--- src/rtl/fifo_sync_status_pkg.sv ---
// Shared types and width helpers for the status FIFO.
package fifo_sync_status_pkg;

  localparam int FIFO_MIN_DEPTH = 4;

  typedef struct packed {
    logic full;
    logic empty;
    logic almost_full;
    logic almost_empty;
    logic overflow;
    logic underflow;
  } fifo_status_t;

  function automatic int addr_width(input int depth);
    return $clog2(depth);
  endfunction

  function automatic int cnt_width(input int depth);
    return $clog2(depth) + 1;
  endfunction

endpackage

--- src/rtl/fifo_sync_status_if.sv ---
// Producer/consumer bus of the status FIFO; the FIFO side uses the slave modport.
interface fifo_sync_status_if
  import fifo_sync_status_pkg::*;
#(
  parameter int DATA_WIDTH = 8,
  parameter int DEPTH      = 16
);
  localparam int CW = cnt_width(DEPTH);

  logic                  wr_en;
  logic [DATA_WIDTH-1:0] data_in;
  logic                  rd_en;
  logic                  err_clr;
  logic [DATA_WIDTH-1:0] data_out;
  logic                  full;
  logic                  empty;
  logic                  almost_full;
  logic                  almost_empty;
  logic [CW-1:0]         count;
  logic                  overflow;
  logic                  underflow;

  modport master (
    output wr_en, data_in, rd_en, err_clr,
    input  data_out, full, empty, almost_full, almost_empty, count, overflow, underflow
  );

  modport slave (
    input  wr_en, data_in, rd_en, err_clr,
    output data_out, full, empty, almost_full, almost_empty, count, overflow, underflow
  );
endinterface

--- src/rtl/fifo_sync_status_sdp_ram.sv ---
// Simple dual-port storage: one write port, one read port that is either
// registered (SYNC_READ=1) or combinational (SYNC_READ=0).
module fifo_sdp_ram #(
  parameter int DATA_WIDTH = 8,
  parameter int DEPTH      = 16,
  parameter bit SYNC_READ  = 1'b1,
  parameter int AW         = $clog2(DEPTH)
) (
  input  logic                  clk,
  input  logic                  rst_n,
  input  logic                  we_i,
  input  logic [AW-1:0]         waddr_i,
  input  logic [DATA_WIDTH-1:0] wdata_i,
  input  logic                  re_i,
  input  logic [AW-1:0]         raddr_i,
  output logic [DATA_WIDTH-1:0] rdata_o
);

  logic [DATA_WIDTH-1:0] mem_q [DEPTH];

  always_ff @(posedge clk) begin
    if (we_i) mem_q[waddr_i] <= wdata_i;
  end

  generate
    if (SYNC_READ) begin : g_sync_rd
      logic [DATA_WIDTH-1:0] rdata_q;
      always_ff @(posedge clk or negedge rst_n) begin
        if (!rst_n)    rdata_q <= '0;
        else if (re_i) rdata_q <= mem_q[raddr_i];
      end
      assign rdata_o = rdata_q;
    end else begin : g_async_rd
      assign rdata_o = mem_q[raddr_i];
    end
  endgenerate

endmodule

--- src/rtl/fifo_sync_status.sv ---
// Single-clock FIFO with occupancy count, threshold flags and sticky error flags.
// Define FIFO_SYNC_STATUS_FWFT_EN for first-word-fall-through reads.
module fifo_sync_status
  import fifo_sync_status_pkg::*;
#(
  parameter int DATA_WIDTH = 8,
  parameter int DEPTH      = 16,
  parameter int AF_THRESH  = 14,
  parameter int AE_THRESH  = 2
) (
  input logic               clk,
  input logic               rst_n,
  fifo_sync_status_if.slave bus
);

  localparam int AW = addr_width(DEPTH);
  localparam int CW = cnt_width(DEPTH);
  localparam logic [CW-1:0] DEPTH_C = CW'(DEPTH);
  localparam logic [CW-1:0] AF_C    = CW'(AF_THRESH);
  localparam logic [CW-1:0] AE_C    = CW'(AE_THRESH);

  generate
    if (DEPTH < FIFO_MIN_DEPTH || (DEPTH & (DEPTH - 1)) != 0) begin : g_bad_depth
      $error("fifo_sync_status: DEPTH must be a power of two >= 4");
    end
    if (AF_THRESH < 1 || AF_THRESH > DEPTH) begin : g_bad_af
      $error("fifo_sync_status: AF_THRESH outside 1..DEPTH");
    end
    if (AE_THRESH < 0 || AE_THRESH > DEPTH - 1) begin : g_bad_ae
      $error("fifo_sync_status: AE_THRESH outside 0..DEPTH-1");
    end
  endgenerate

  logic [CW-1:0]         wr_ptr_q, wr_ptr_d, rd_ptr_q, rd_ptr_d;
  logic [CW-1:0]         count;
  logic                  ovf_q, ovf_d, udf_q, udf_d;
  logic                  wr_acc, rd_acc;
  logic [DATA_WIDTH-1:0] ram_rdata;
  fifo_status_t          st;

  // Extra pointer bit lets the difference span 0..DEPTH without a separate counter.
  assign count = wr_ptr_q - rd_ptr_q;

  always_comb begin
    st              = '0;
    st.full         = (count == DEPTH_C);
    st.empty        = (count == '0);
    st.almost_full  = (count >= AF_C);
    st.almost_empty = (count <= AE_C);
    st.overflow     = ovf_q;
    st.underflow    = udf_q;

    wr_acc   = bus.wr_en && !st.full;
    rd_acc   = bus.rd_en && !st.empty;
    wr_ptr_d = wr_acc ? wr_ptr_q + CW'(1) : wr_ptr_q;
    rd_ptr_d = rd_acc ? rd_ptr_q + CW'(1) : rd_ptr_q;

    // A rejected request in the same cycle as err_clr keeps the flag set.
    ovf_d = bus.err_clr ? 1'b0 : ovf_q;
    udf_d = bus.err_clr ? 1'b0 : udf_q;
    if (bus.wr_en && !wr_acc) ovf_d = 1'b1;
    if (bus.rd_en && !rd_acc) udf_d = 1'b1;
  end

  always_ff @(posedge clk or negedge rst_n) begin
    if (!rst_n) begin
      wr_ptr_q <= '0;
      rd_ptr_q <= '0;
      ovf_q    <= 1'b0;
      udf_q    <= 1'b0;
    end else begin
      wr_ptr_q <= wr_ptr_d;
      rd_ptr_q <= rd_ptr_d;
      ovf_q    <= ovf_d;
      udf_q    <= udf_d;
    end
  end

`ifdef FIFO_SYNC_STATUS_FWFT_EN
  localparam bit SYNC_RD = 1'b0;
  logic [DATA_WIDTH-1:0] last_head_q;

  // Remember the popped head so data_out stays put while the FIFO is empty.
  always_ff @(posedge clk or negedge rst_n) begin
    if (!rst_n)      last_head_q <= '0;
    else if (rd_acc) last_head_q <= ram_rdata;
  end
  assign bus.data_out = st.empty ? last_head_q : ram_rdata;
`else
  localparam bit SYNC_RD = 1'b1;
  assign bus.data_out = ram_rdata;
`endif

  fifo_sdp_ram #(
    .DATA_WIDTH (DATA_WIDTH),
    .DEPTH      (DEPTH),
    .SYNC_READ  (SYNC_RD),
    .AW         (AW)
  ) u_ram (
    .clk     (clk),
    .rst_n   (rst_n),
    .we_i    (wr_acc),
    .waddr_i (wr_ptr_q[AW-1:0]),
    .wdata_i (bus.data_in),
    .re_i    (rd_acc),
    .raddr_i (rd_ptr_q[AW-1:0]),
    .rdata_o (ram_rdata)
  );

  assign bus.full         = st.full;
  assign bus.empty        = st.empty;
  assign bus.almost_full  = st.almost_full;
  assign bus.almost_empty = st.almost_empty;
  assign bus.overflow     = st.overflow;
  assign bus.underflow    = st.underflow;
  assign bus.count        = count;

endmodule

--- src/flat_wrapper.sv ---
// flat-port wrapper written by rule: the top's interface ports become plain ports
module fifo_sync_status_flat import fifo_sync_status_pkg::*;
#(
  parameter int DATA_WIDTH = 8,
  parameter int DEPTH      = 16,
  parameter int AF_THRESH  = 14,
  parameter int AE_THRESH  = 2
)
  (clk, rst_n, bus_wr_en, bus_data_in, bus_rd_en, bus_err_clr, bus_data_out, bus_full, bus_empty, bus_almost_full, bus_almost_empty, bus_count, bus_overflow, bus_underflow);
  fifo_sync_status_if #(.DATA_WIDTH(DATA_WIDTH), .DEPTH(DEPTH)) bus_i ();
  input logic clk;
  input logic rst_n;
  input wire logic [$bits(bus_i.wr_en)-1:0] bus_wr_en;
  input wire logic [$bits(bus_i.data_in)-1:0] bus_data_in;
  input wire logic [$bits(bus_i.rd_en)-1:0] bus_rd_en;
  input wire logic [$bits(bus_i.err_clr)-1:0] bus_err_clr;
  output wire logic [$bits(bus_i.data_out)-1:0] bus_data_out;
  output wire logic [$bits(bus_i.full)-1:0] bus_full;
  output wire logic [$bits(bus_i.empty)-1:0] bus_empty;
  output wire logic [$bits(bus_i.almost_full)-1:0] bus_almost_full;
  output wire logic [$bits(bus_i.almost_empty)-1:0] bus_almost_empty;
  output wire logic [$bits(bus_i.count)-1:0] bus_count;
  output wire logic [$bits(bus_i.overflow)-1:0] bus_overflow;
  output wire logic [$bits(bus_i.underflow)-1:0] bus_underflow;
  assign bus_i.wr_en = bus_wr_en;
  assign bus_i.data_in = bus_data_in;
  assign bus_i.rd_en = bus_rd_en;
  assign bus_i.err_clr = bus_err_clr;
  assign bus_data_out = bus_i.data_out;
  assign bus_full = bus_i.full;
  assign bus_empty = bus_i.empty;
  assign bus_almost_full = bus_i.almost_full;
  assign bus_almost_empty = bus_i.almost_empty;
  assign bus_count = bus_i.count;
  assign bus_overflow = bus_i.overflow;
  assign bus_underflow = bus_i.underflow;
  fifo_sync_status #(.DATA_WIDTH(DATA_WIDTH), .DEPTH(DEPTH), .AF_THRESH(AF_THRESH), .AE_THRESH(AE_THRESH)) u_core (.clk(clk), .rst_n(rst_n), .bus(bus_i));
endmodule
--- config.mk ---
export PLATFORM = sky130hd
export DESIGN_NAME = fifo_sync_status_flat
export DESIGN_NICKNAME = d
export VERILOG_FILES = /design/src/rtl/fifo_sync_status_pkg.sv /design/src/rtl/fifo_sync_status_if.sv /design/src/rtl/fifo_sync_status_sdp_ram.sv /design/src/rtl/fifo_sync_status.sv /design/src/flat_wrapper.sv
export SDC_FILE = /design/constraint.sdc
export NUM_CORES = 1
export LEC_CHECK = 0
export ABC_AREA = 1
export CELL_PAD_IN_SITES_DETAIL_PLACEMENT = 1
export CELL_PAD_IN_SITES_GLOBAL_PLACEMENT = 2
export CORE_UTILIZATION = 41
export DETAILED_ROUTE_END_ITERATION = 7
export DONT_BUFFER_PORTS = 1
export HOLD_SLACK_MARGIN = 0.03
export PLACE_DENSITY = 0.9
export SYNTH_ARGS = -nofsm -noshare
export SYNTH_HDL_FRONTEND = slang
export SYNTH_SLANG_ARGS = --single-unit
--- constraint.sdc ---
create_clock -name clk -period 3.5 [get_ports clk]
set_clock_uncertainty 0.1 [all_clocks]
set_input_delay 0.7 -clock clk [delete_from_list [all_inputs] [get_ports clk]]
set_output_delay 0.7 -clock clk [all_outputs]
set_load 0.005 [all_outputs]
# Yosys cells after proc, flatten, opt, wreduce, memory -nomap -nowiden
# Memories as Yosys holds them, arrays and structs flattened. A register that Yosys moved wholly into a read port is not among the register bits.
# Index checks and enable logic that the tools add are counted.
[word_totals]
ff_bits = 12
mem_count = 1
wordCells = 28
ramBits = 128
inputBits = 13
output_inout_bits = 19
[mem_list]
columns = ["memory", "depth", "word_bits", "read_ports", "rd_ports_with_merged_regs", "wr", "line", "rtl"]
rows = [
  ["u_core.u_ram.mem_q", 16, 8, 1, 1, 1, "fifo_sync_status_sdp_ram.sv:19", "logic [DATA_WIDTH-1:0] mem_q [DEPTH];"],
]
[op_classes]
order_cmp = 2
addsub = 3
reduce_logical = 12
mux = 5
n_eq_ne = 1
[op_table]
columns = ["operator", "n"]
rows = [
  ["$add A5 B1 Y5 const B", 2],
  ["$eq A5 B5 Y1 const B", 1],
  ["$ge A5 B4 Y1 const B", 1],
  ["$le A5 B2 Y1 const B", 1],
  ["$logic_not A1 Y1", 5],
  ["$logic_not A5 Y1", 1],
  ["$mux W1", 5],
  ["$sub A5 B5 Y5", 1],
  ["$logic_and A1 B1 Y1", 4],
  ["$reduce_bool A2 Y1", 2],
]

# Logic depth before layout (Yosys ltp)
# Gate-level depths: netlist of run 1.
[depth]
ltp_word = 7
depth_mapped = 14
depth_no_buf = 13

# Cells and area by module
# From an unflattened synthesis of run 1, not the netlist that was laid out.
[hier_totals]
cells_unflattened = 594
area_unflattened_um2 = 6511.2
[modules_own_cells]
columns = ["module", "cells_per_inst", "seq_area_each_um2", "area_per_inst_um2", "n_inst"]
rows = [
  ["fifo_sdp_ram", 483, 4043.9, 5635.4, 1],
  ["fifo_sync_status", 111, 300.3, 875.8, 1],
]

# Worst setup path before layout of run 1
# OpenSTA, ideal clock, no wires.
[synth_timing]
path_type = "register to output"
startpoint = "register u_core.rd_ptr_q[1]"
endpoint = "output port bus_empty"
path_buffers = 3
path_slack_ns = 0.647
t_required_ns = 2.700
path_stages_with_launch = 9
t_arrival_ns = 2.053
path_cell_list = "dfrtp_1 -> buf_2 -> inv_1 -> buf_2 -> fa_1 -> nor2_1 -> nand4_4 -> buf_6 -> inv_1"
[synth_via]
elab_chain_cells = 2
[synth_rtl]
columns = ["item", "line", "rtl"]
rows = [
  ["start: declaration", "fifo_sync_status.sv:34", "logic [CW-1:0] wr_ptr_q, wr_ptr_d, rd_ptr_q, rd_ptr_d;"],
  ["start signal: assignment", "fifo_sync_status.sv:73", "rd_ptr_q <= rd_ptr_d;"],
  ["$sub A5 B5 Y5", "fifo_sync_status.sv:42", "assign count = wr_ptr_q - rd_ptr_q;"],
  ["net bus_count[1]", "flat_wrapper.sv:22", "output wire logic [$bits(bus_i.count)-1:0] bus_count;"],
  ["$logic_not A5 Y1", "fifo_sync_status.sv:47", "st.empty = (count == '0);"],
  ["end: declaration", "flat_wrapper.sv:19", "output wire logic [$bits(bus_i.empty)-1:0] bus_empty;"],
]
# The timed path passes the listed nets, and every way through them passes these cells.

# Worst setup path after layout of run 1
[layout_timing]
startpoint = "register u_core.wr_ptr_q[0]"
endpoint = "output port bus_empty"
[layout_via]
elab_chain_cells = 2
[layout_rtl]
columns = ["item", "line", "rtl"]
rows = [
  ["start: declaration", "fifo_sync_status.sv:34", ""],
  ["start signal: assignment", "fifo_sync_status.sv:72", "wr_ptr_q <= wr_ptr_d;"],
  ["$sub A5 B5 Y5", "fifo_sync_status.sv:42", ""],
  ["net bus_count[1]", "flat_wrapper.sv:22", ""],
  ["$logic_not A5 Y1", "fifo_sync_status.sv:47", ""],
]
# The timed path passes the listed nets, and every way through them passes these cells.

==> metrics.cfg, run 1 <==
[routing]
wirelength_um=18200
drc=0
viasPerCell=5.07
ant_nets=0
num_vias=4766
routedWlPerCell_um=19.4
drt-pass1-iter-count=4
drt_iter0_drc=330

[timing]
tns_ns=0
setup-violations-final=0
rsz0062_at_grt=no
fmax_ghz=0.300
hold_viol_final=0
worst_slew_pin_slew_ns=0.971
relSlewSlack_pct=35.1
final.min_clock_period_ns=3.33
min_period_over_period_pct=95.2
timing.final.ws_setup_ns=0.166
maxSlewViolCount=0

[worst_hold_path]
min_path_type=primary input to register

[critical_path]
r2r_slack_ns=0.28
crit_buf_inv=3
crit_top_cell=inv_1
arrival_ns=2.53
crit_required_ns=2.70
crit_type=register to output port
cpLargestDelayFamily=adder cells
endpoint_kind=output port
cp_cell_sequence=inv_1 > ha_1 > inv_1 > fa_1 > nor2_2 > nand4_4 > inv_1
cp_max_fo=16
critPathLaunchType=register
cpPeakStageDelay_ns=0.50
crit_slowest_cell=fa_1

[finish]
antenna_cells=0
multi_input_area_mm2=0.00192
syn2layout_area_growth_pct=11.4
post-route-util_pct=46.7
nNetsFinal=730
drive_gt1_share_pct=11.4
seqCellArea_mm2=0.00435
fin_area_mm2=0.00774
stdcell_count=940
n_fill_cell=1870

[synth]
syn_inst=707
synth.distinct_cells=27
yosys_warnings=0
synth-seq-area-share_pct=62.5
synth_area_mm2=0.00695
synthTopCellsByArea=edfxtp_1 (55%), nand3_1 (10%), nand2_1 (9.7%)
mappedNetlistNets=730
yosys.area.top_type=edfxtp_1
yosysTopAreaCellShare_pct=55.3
syn_avg_cell_area_um2=9.83
synth-seq-cells=148

[clock_network]
clkTransAtPathRegs_ns=0.06
cts_tree=yes
clk_latency_ns=0.43
htreeDepth=4
cts_buffer_depth=2
ctsRootBufferMaster=clkbuf_16
cts_buffers=17
cts.sinks=148
postCtsSetupBuffers=0

[power_and_ir_drop]
internal_power_mw=4.11
vdd_ir_drop_max_mv=0.398
p_leak_nw=3.36
clockPowerShare_pct=26.8
switching_share_pct=39.6
p_comb_share_pct=38.9
p_switching_mw=2.69
powerDensity_mw_per_mm2=879
power_frac_seq_pct=34.3

[outcome]
status=finished clean

[global_routing]
grt_max_degree=85
first_global_vias=5189
grt_usage_pct=22.6
grt_antenna_before_repair=0
grt_pass1_wl_um=28600
grt_overflow=0

[floorplanning]
die_area_mm2=0.0175
ioPinCount=32
rows=47
die_x_um=132
core_mm2=0.0166
start_util_pct=41.9
chipHeight_um=132

[job]
max_cap_violations=0

[place]
dpl.cell_count=907
dp_hpwl_um=12100
place_congestion=0.870
dpl_cell_area_mm2=0.00714
dpl_worst_slack_ns=0.302
port_buffers=0

## cell usage after synthesis, drive strengths merged
cell,count
a21oi,3
buf,19
clkbuf,12
clkinv,1
dfrtp,20
edfxtp,128
fa,1
ha,9
inv,136
nand2,188
nand3,141
nand4,1
nor2,22
o21ai,1
o22ai,2
or2,16
xor2,7
## worst reg2reg max path, stage by stage (launching register included)
cell	delay (ns)
dfrtp_1	0.44
inv_1	0.16
ha_1	0.17
inv_1	0.07
fa_1	0.42
nand3_1	0.13
nand3_1	0.10
nand2_2	0.14
inv_2	0.07
nand3_4	0.12
nand2_2	0.30
nor2_1	0.62
## placed cells by master (no fill, tap or decap), types with 5 or more instances in the layout
cell type,count
nor2_1,10
or2_2,16
clkbuf_16,17
dfrtp_1,19
xor2_1,6
buf_4,11
nand2_2,7
edfxtp_1,128
nand3_1,140
clkinvlp_4,5
nand2_1,180
nor2_2,11
inv_1,133
ha_1,9
## flip-flops by register name (all words and copies together) (netlist names)
name                  cells
u_core.u_ram.rdata_o      8
u_core.bus.overflow       1
u_core.wr_ptr_q           5
u_core.rd_ptr_q           5
u_core.bus.underflow      1
u_core.u_ram.mem_q      128
## worst paths after layout
path	startpoint	to	cells past startpoint
worst max register to register	u_core.wr_ptr_q[0]	u_core.u_ram.mem_q[10][5]	11
min in group asynchronous	rst_n	u_core.wr_ptr_q[1]	1
worst min-delay path	bus_data_in[2]	u_core.u_ram.mem_q[0][2]	0
worst min register to register	u_core.rd_ptr_q[4]	u_core.rd_ptr_q[4]	2
max in group asynchronous	rst_n	u_core.rd_ptr_q[0]	1
worst max-delay path	u_core.wr_ptr_q[0]	bus_empty	7
## power groups by stage
stage	sequential [mW]	clock (mW)	combinational, mW
after floorplan	2.30	0	1.92
after global placement	2.35	0	2.53
after detailed placement	2.37	0	2.61
after CTS	2.33	1.84	2.64
after global routing	2.36	1.90	2.94
final	2.33	1.82	2.65
## final cells by class
| type | count | share of cell area, % |
|---|---|---|
| sequential | 148 | 56.1 |
| multi-input combinational | 391 | 24.8 |
| inverter | 137 | 6.64 |
| clock buffer | 18 | 5.54 |
| tap | 220 | 3.56 |
| clock inverter | 14 | 2.09 |
| timing repair buffer | 12 | 1.20 |
## layer usage
metal | part of all wire, % | wire length (µm) | track usage (%) | up-vias
li1 | - | - | - | 2251
met1 | 44 | 7970 | 28.5 | 2381
met2 | 50 | 9120 | 38.0 | 103
met3 | 3.9 | 703 | 4.15 | 31
met4 | 2.2 | 407 | 10.2 | 0
met5 | 0 | 0 | 0 | -
## stage by stage
step | power [mW] | hold slack (ns)
after floorplan | 4.22 | 0.304
after global placement | 4.88 | 0.305
after detailed placement | 4.98 | 0.305
after CTS | 6.81 | 0.256
after global routing | 7.19 | 0.253
final | 6.80 | 0.264
## cell families after synthesis
logic type	count (synthesis)	synth area share (%)
adder cells (fa/ha/maj)	10	1.91
XOR/XNOR	7	0.991
buffers and inverters	168	9.83
AO/OA/AOI/OAI	6	0.468
AND/OR/NAND/NOR	368	24.3
flip-flops	148	62.5
## repair_timing
| action | 4_1_cts | 5_1_grt |
|---|---|---|
| resized for setup | 0 | 1 |
| endpoints found under the setup margin | 0 | 1 |
| hold endpoints to repair | 20 | 0 |
| hold buffers | 1 | 0 |
No activity file was read; power rests on OpenSTA's default activity.
==> run 2: changes to the inputs <==
--- a/config.mk
+++ b/config.mk
@@ -8,11 +8,11 @@
 export ABC_AREA = 1
 export CELL_PAD_IN_SITES_DETAIL_PLACEMENT = 1
 export CELL_PAD_IN_SITES_GLOBAL_PLACEMENT = 2
-export CORE_UTILIZATION = 41
+export CORE_UTILIZATION = 40
 export DETAILED_ROUTE_END_ITERATION = 7
 export DONT_BUFFER_PORTS = 1
-export HOLD_SLACK_MARGIN = 0.03
-export PLACE_DENSITY = 0.9
+export PLACE_DENSITY = 0.86
 export SYNTH_ARGS = -nofsm -noshare
 export SYNTH_HDL_FRONTEND = slang
+export SYNTH_HIERARCHICAL = 1
 export SYNTH_SLANG_ARGS = --single-unit
==> metrics.cfg, run 2 <==
[outcome]
status=finished clean

[power_and_ir_drop]
p_switching_mw=2.58  ; -3.9%
p_leak_nw=2.85  ; -15%
p_comb_share_pct=35.8  ; -3.1 points
internal_power_mw=4.11  ; about the same
switching_share_pct=38.6  ; -0.97 points
power_frac_seq_pct=35.0  ; +0.7 points
clockPowerShare_pct=29.2  ; +2.4 points
powerDensity_mw_per_mm2=926  ; +5.4%
vdd_ir_drop_max_mv=0.535  ; +34%

[routing]
ant_nets=0  ; unchanged
num_vias=4290  ; -10%
wirelength_um=16300  ; -11%
drt_iter0_drc=234  ; -29%
drt-pass1-iter-count=4  ; unchanged
viasPerCell=5.19  ; +2.4%
drc=0  ; unchanged
routedWlPerCell_um=19.7  ; +1.7%

[timing]
fmax_ghz=0.315  ; +5.0%
relSlewSlack_pct=27.0  ; -8.1 points
tns_ns=0  ; unchanged
final.min_clock_period_ns=3.18  ; -0.158 ns
worst_slew_pin_slew_ns=1.09  ; +0.123 ns
maxSlewViolCount=0  ; unchanged
min_period_over_period_pct=90.7  ; -4.5 points
hold_viol_final=0  ; unchanged
rsz0062_at_grt=no
setup-violations-final=0  ; unchanged
hold-worst-slack_ns=0.274  ; +0.0107 ns

[synth]
synth-edff-count=128  ; unchanged
synth_ff_type=edfxtp_1
synth.distinct_cells=24  ; -11%
async_flop_share_pct=13.5  ; unchanged
mappedNetlistNets=614  ; -16%
yosys_warnings=6  ; +6
yosysMostFrequentCell=nand2_1
yosys.area.top_type=edfxtp_1
synth-seq-area-share_pct=66.7  ; +4.2 points
synthTopCellsByArea=edfxtp_1 (59%), nand2_1 (13%), nand3_1 (8.9%)
synth_area_mm2=0.00651  ; -6.3%
syn_inst=594  ; -16%
yosys-top-cells-count=nand2_1 (228), edfxtp_1 (128), nand3_1 (116)
synth-seq-cells=148  ; unchanged
syn_avg_cell_area_um2=11.0  ; +12%
yosysTopAreaCellShare_pct=59.0  ; +3.7 points

[critical_path]
crit_required_ns=3.45  ; +0.75 ns
arrival_ns=3.12  ; +0.59 ns
crit_top_cell=inv_1
cpPeakStageDelay_ns=0.59  ; +0.09 ns
crit_type=register to register
r2r_slack_ns=0.32  ; +0.04 ns
endpoint_kind=register
cp_cell_sequence=inv_1 > ha_1 > inv_1 > fa_1 > inv_1 > nand2_1 > nor2_4 > nand3_4 > nand2_4 > inv_1 > nand2_1 > nor2_1
crit_slowest_cell=nor2_1
cp_max_fo=8  ; -8
critPathLaunchType=register

[global_routing]
grt_antenna_before_repair=0  ; unchanged
first_global_vias=4448  ; -14%
grt_pass1_wl_um=25200  ; -12%
grt_overflow=0  ; unchanged
grt_max_degree=70  ; -18%
grt_usage_pct=21.0  ; -1.6 points

[clock_network]
clk_latency_ns=0.42  ; about the same
cts.sinks=148  ; unchanged
clkTransAtPathRegs_ns=0.06  ; about the same
cts_tree=yes
htreeDepth=4  ; unchanged
ctsRootBufferMaster=clkbuf_16
cts_buffers=17  ; unchanged
cts_buffer_depth=2  ; unchanged
cts_resized=0  ; unchanged

[floorplanning]
start_util_pct=41.0  ; -0.90 points
ioPinCount=32  ; unchanged
core_mm2=0.0159  ; -4.2%
rows=46  ; -2.1%
die_x_um=130  ; -2.0%
chipHeight_um=130  ; -2.0%
die_area_mm2=0.0168  ; -3.9%

[finish]
largest_register_ffs=128  ; unchanged
layout_commonest_cell=nand2_1
antenna_cells=0  ; unchanged
nNetsFinal=617  ; -15%
largest_register=u_core/u_ram/mem_q
seqCellArea_mm2=0.00435  ; unchanged
multi_input_area_mm2=0.00180  ; -6.4%
final_cell_mix=nand2_1 (228), edfxtp_1 (128), nand3_1 (116)
syn2layout_area_growth_pct=11.1
n_fill_cell=1736  ; -7.2%
drive_gt1_share_pct=7.87  ; -3.5 points

[place]
port_buffers=0  ; unchanged
place_congestion=0.840  ; -3.4%
dp_hpwl_um=10500  ; -13%

[worst_hold_path]
min_path_type=primary input to register

[job]
max_cap_violations=0  ; unchanged

==> run 2: area by class of cell <==
cell class / instances / area share (%)
clock inverter: 12 / 2.82
inverter: 29 / 1.50
sequential: 148 / 60.1
multi-input combinational: 392 / 24.9
timing repair buffer: 9 / 0.969
clock buffer: 20 / 6.04
tap: 216 / 3.74
==> run 2: path summary, 6_finish.rpt <==
kind,depth (start not counted),to,start
max,12,u_core/u_ram/mem_q[2][1],u_core/wr_ptr_q[0]
min,0,u_core/u_ram/mem_q[12][3],bus_data_in[3]
max reg2reg,12,u_core/u_ram/mem_q[2][1],u_core/wr_ptr_q[0]
min reg2reg,2,u_core/u_ram/rdata_o[5],u_core/u_ram/rdata_o[5]
max in group asynchronous,1,u_core/rd_ptr_q[0],rst_n
min in group asynchronous,1,u_core/u_ram/rdata_o[7],rst_n
==> run 2: metrics by stage <==
step / area [µm²] / utilization [%] / setup WS, ns / power [mW] / std cells
4_1_cts: 7230 / 45.5 / 0.303 / 6.73 / 826
3_5_place_dp: 6580 / 41.4 / 0.371 / 4.75 / 793
6_report: 7230 / 45.5 / 0.325 / 6.70 / 826
3_3_place_gp: 6580 / 41.4 / 0.483 / 4.67 / 793
2_1_floorplan: 6510 / - / 0.823 / 4.25 / 594
5_1_grt: 7230 / 45.5 / 0.0907 / 7.10 / 826
==> run 2: kinds of logic after synthesis <==
kind of cell / count (synthesis) / synth area share, %
and+or+nand+nor: 371 / 24.5
buffers and inverters: 54 / 5.67
xor gates and xnor gates: 9 / 1.21
AOI/OAI and AO/OA: 5 / 0.461
adders and majority gates: 7 / 1.46
DFF: 148 / 66.7
==> run 2: critical path: cells and delay by family (launching register included) <==
family | cells | cell delay [ns]
and+or+nand+nor | 6 | 1.15
DFF | 1 | 0.45
buffers and inverters | 4 | 0.42
adders and majority gates | 2 | 0.69
==> run 2: what timing repair did <==
action	in CTS	in global routing
hold endpoints to repair	20	0
buffers inserted	0	0
hold buffers	1	0
==> run 2: power groups by stage <==
stage                     registers [mW]  logic, mW  clock network, mW
after floorplan                     2.33       1.91                  0
after global placement              2.37       2.30                  0
after detailed placement            2.38       2.37                  0
after CTS                           2.35       2.40               1.99
after global routing                2.37       2.68               2.05
final                               2.35       2.39               1.96
==> run 2: routing by layer <==
layer	global-route usage [%]	part of all wire (%)
met1	26.6	43
met2	34.9	50
met3	4.67	4.7
met4	8.82	2.6
met5	0	0
==> run 3: changes to the inputs <==
--- a/config.mk
+++ b/config.mk
@@ -8,10 +8,10 @@
 export ABC_AREA = 1
 export CELL_PAD_IN_SITES_DETAIL_PLACEMENT = 1
 export CELL_PAD_IN_SITES_GLOBAL_PLACEMENT = 2
-export CORE_UTILIZATION = 40
+export CORE_UTILIZATION = 42
 export DETAILED_ROUTE_END_ITERATION = 7
 export DONT_BUFFER_PORTS = 1
-export PLACE_DENSITY = 0.86
+export PLACE_DENSITY = 0.89
 export SYNTH_ARGS = -nofsm -noshare
 export SYNTH_HDL_FRONTEND = slang
 export SYNTH_HIERARCHICAL = 1
==> constraint.sdc (replaced) <==
create_clock -name clk -period 3.5 [get_ports clk]
set_clock_uncertainty 0.1 [all_clocks]
set_input_delay 0.7 -clock clk [delete_from_list [all_inputs] [get_ports clk]]
set_output_delay 0.7 -clock clk [all_outputs]
set_load 0.01 [all_outputs]
==> metrics.cfg, run 3 (synthesis results as in run 2) <==
[outcome]
status=finished clean

[power_and_ir_drop]
vdd_ir_drop_max_mv=0.766  ; +43%
powerDensity_mw_per_mm2=938  ; +1.3%
p_leak_nw=2.86  ; +0.26%

[finish]
layout_commonest_cell=nand2_1
antenna_cells=0  ; unchanged
drive_gt1_share_pct=7.70  ; -0.16 points
nNetsFinal=617  ; unchanged
final_cell_mix=nand2_1 (228), edfxtp_1 (128), nand3_1 (116)
largest_register_ffs=128  ; unchanged
syn2layout_area_growth_pct=10.3
largest_register=u_core/u_ram/mem_q
fin_area_mm2=0.00718  ; -0.69%

[timing]
worst_slew_pin_slew_ns=1.07  ; -0.0277 ns
final.min_clock_period_ns=3.28  ; +0.104 ns
setup-violations-final=0  ; unchanged
hold_viol_final=0  ; unchanged
relSlewSlack_pct=28.9  ; +2.0 points
tns_ns=0  ; unchanged
min_period_over_period_pct=93.7  ; +3.0 points
rsz0062_at_grt=no
maxSlewViolCount=0  ; unchanged
fmax_ghz=0.305  ; -3.2%

[global_routing]
grt_overflow=0  ; unchanged
grt_pass1_wl_um=26000  ; +3.4%
grt_usage_pct=22.6  ; +1.6 points
first_global_vias=4627  ; +4.0%
grt_antenna_before_repair=0  ; unchanged
grt_max_degree=70  ; unchanged

[clock_network]
cts_tree=yes
ctsRootBufferMaster=clkbuf_16
htreeDepth=4  ; unchanged
cts.sinks=148  ; unchanged
postCtsSetupBuffers=0  ; unchanged
cts_buffer_depth=2  ; unchanged
clkTransAtPathRegs_ns=0.06  ; about the same
cts_buffers=17  ; unchanged
clk_latency_ns=0.43  ; about the same

[place]
dpl_cell_area_mm2=0.00655  ; -0.53%
port_buffers=0  ; unchanged
dp_hpwl_um=10400  ; -0.65%
place_congestion=0.786  ; -6.5%

[critical_path]
endpoint_kind=output port
crit_top_cell=inv_1
worstSetupStartpoint=u_core/wr_ptr_q[0]
crit_slowest_cell=dfrtp_1
cpPeakStageDelay_ns=0.45  ; -0.14 ns
crit_type=register to output port
arrival_ns=2.48  ; -0.64 ns
r2r_slack_ns=0.25  ; -0.07 ns
ff2ff_path_depth=12  ; unchanged
cp_cell_sequence=inv_1 > ha_1 > inv_1 > fa_1 > xnor2_1 > inv_2 > nor2_4 > nand3_4 > inv_1
worstReg2RegEnd=u_core/u_ram/mem_q[5][0]
crit_required_ns=2.70  ; -0.75 ns
critPathLaunchType=register
cp_max_fo=8  ; unchanged
r2r-start=u_core/wr_ptr_q[0]

[routing]
wirelength_um=16700  ; +2.6%
viasPerCell=5.42  ; +4.4%
ant_nets=0  ; unchanged
drc=0  ; unchanged
drt_iter0_drc=321  ; +37%
drt-pass1-iter-count=4  ; unchanged
num_vias=4326  ; +0.84%
routedWlPerCell_um=20.9  ; +6.2%

[floorplanning]
rows=45  ; -2.2%
start_util_pct=43.0  ; +2.0 points
core_mm2=0.0151  ; -4.7%
die_x_um=127  ; -2.4%
ioPinCount=32  ; unchanged
chipHeight_um=127  ; -2.4%
die_area_mm2=0.0160  ; -4.7%

[worst_hold_path]
min_to=u_core/u_ram/mem_q[14][5]
hold_path.startpoint=bus_data_in[5]
hold_depth=0  ; unchanged
min_path_type=primary input to register

[job]
max_cap_violations=0  ; unchanged

==> run 3: cell count changes in the layout (fill, tap and decap cells not counted) <==
cell / before / now
clkbuf_1: 3 / 4
clkbuf_8: 0 / 2
clkbuf_16: 17 / 21
bufinv_16: 5 / 1
clkinv_2: 1 / 2
clkinv_4: 2 / 1
clkinvlp_4: 3 / 0
==> run 3: how the worst max path moves through the flow <==
stage	endpoint	slack (ns)	depth (start not counted)
floorplan	u_core/u_ram/mem_q[12][0]	0.77	12
global placement	u_core/u_ram/mem_q[8][4]	0.42	12
detailed placement	u_core/u_ram/mem_q[5][3]	0.26	12
CTS	bus_full	0.22	9
global route	u_core/u_ram/mem_q[5][0]	0.08	12
finish	bus_empty	0.22	9
==> run 3: power breakdown <==
| group | internal, mW | switching [mW] |
|---|---|---|
| Combinational | 0.680 | 1.83 |
| Sequential | 2.18 | 0.178 |
| Clock | 1.19 | 0.687 |
==> run 3: metal layers <==
layer / GRT usage (%) / share of wire, % / wire, µm
met4: 10.3 / 2.9 / 480
met1: 27.4 / 41 / 6770
met5: 0 / 0 / 0
met3: 4.43 / 3.6 / 603
met2: 39.3 / 53 / 8840
==> run 3: area by class of cell <==
type	count	area [µm²]
fillers	1606	7960
flip-flops and latches	148	4350
multi-input cells	392	1800
clock buffers	27	568
well taps	188	235
inverters	29	109
repair buffers	9	70.1
clock inverters	5	57.6
==> run 3: what timing repair did <==
action / CTS / global route
resized for setup: 0 / 0
hold buffers: 1 / 0
hold endpoints to repair: 20 / 0
==> run 3: worst max-delay path, delay by kind of cell, from the launching register on <==
kind                     cells  cell delay, ns
XOR/XNOR                     1            0.33
AND/OR/NAND/NOR              2            0.31
flip-flops                   1            0.45
adder cells (fa/ha/maj)      2            0.54
buffers and inverters        4            0.41
==> run 3: through the flow <==
stage / total power [mW] / hold slack [ns] / cells / utilization, % / worst slack, ns
floorplan: 4.32 / 0.304 / 594 / - / 0.773
global placement: 4.72 / 0.305 / 765 / 43.2 / 0.416
detailed placement: 4.83 / 0.305 / 765 / 43.2 / 0.261
CTS: 6.77 / 0.252 / 798 / 47.4 / 0.221
global route: 7.12 / 0.252 / 798 / 47.4 / 0.0808
finish: 6.74 / 0.266 / 798 / 47.4 / 0.221
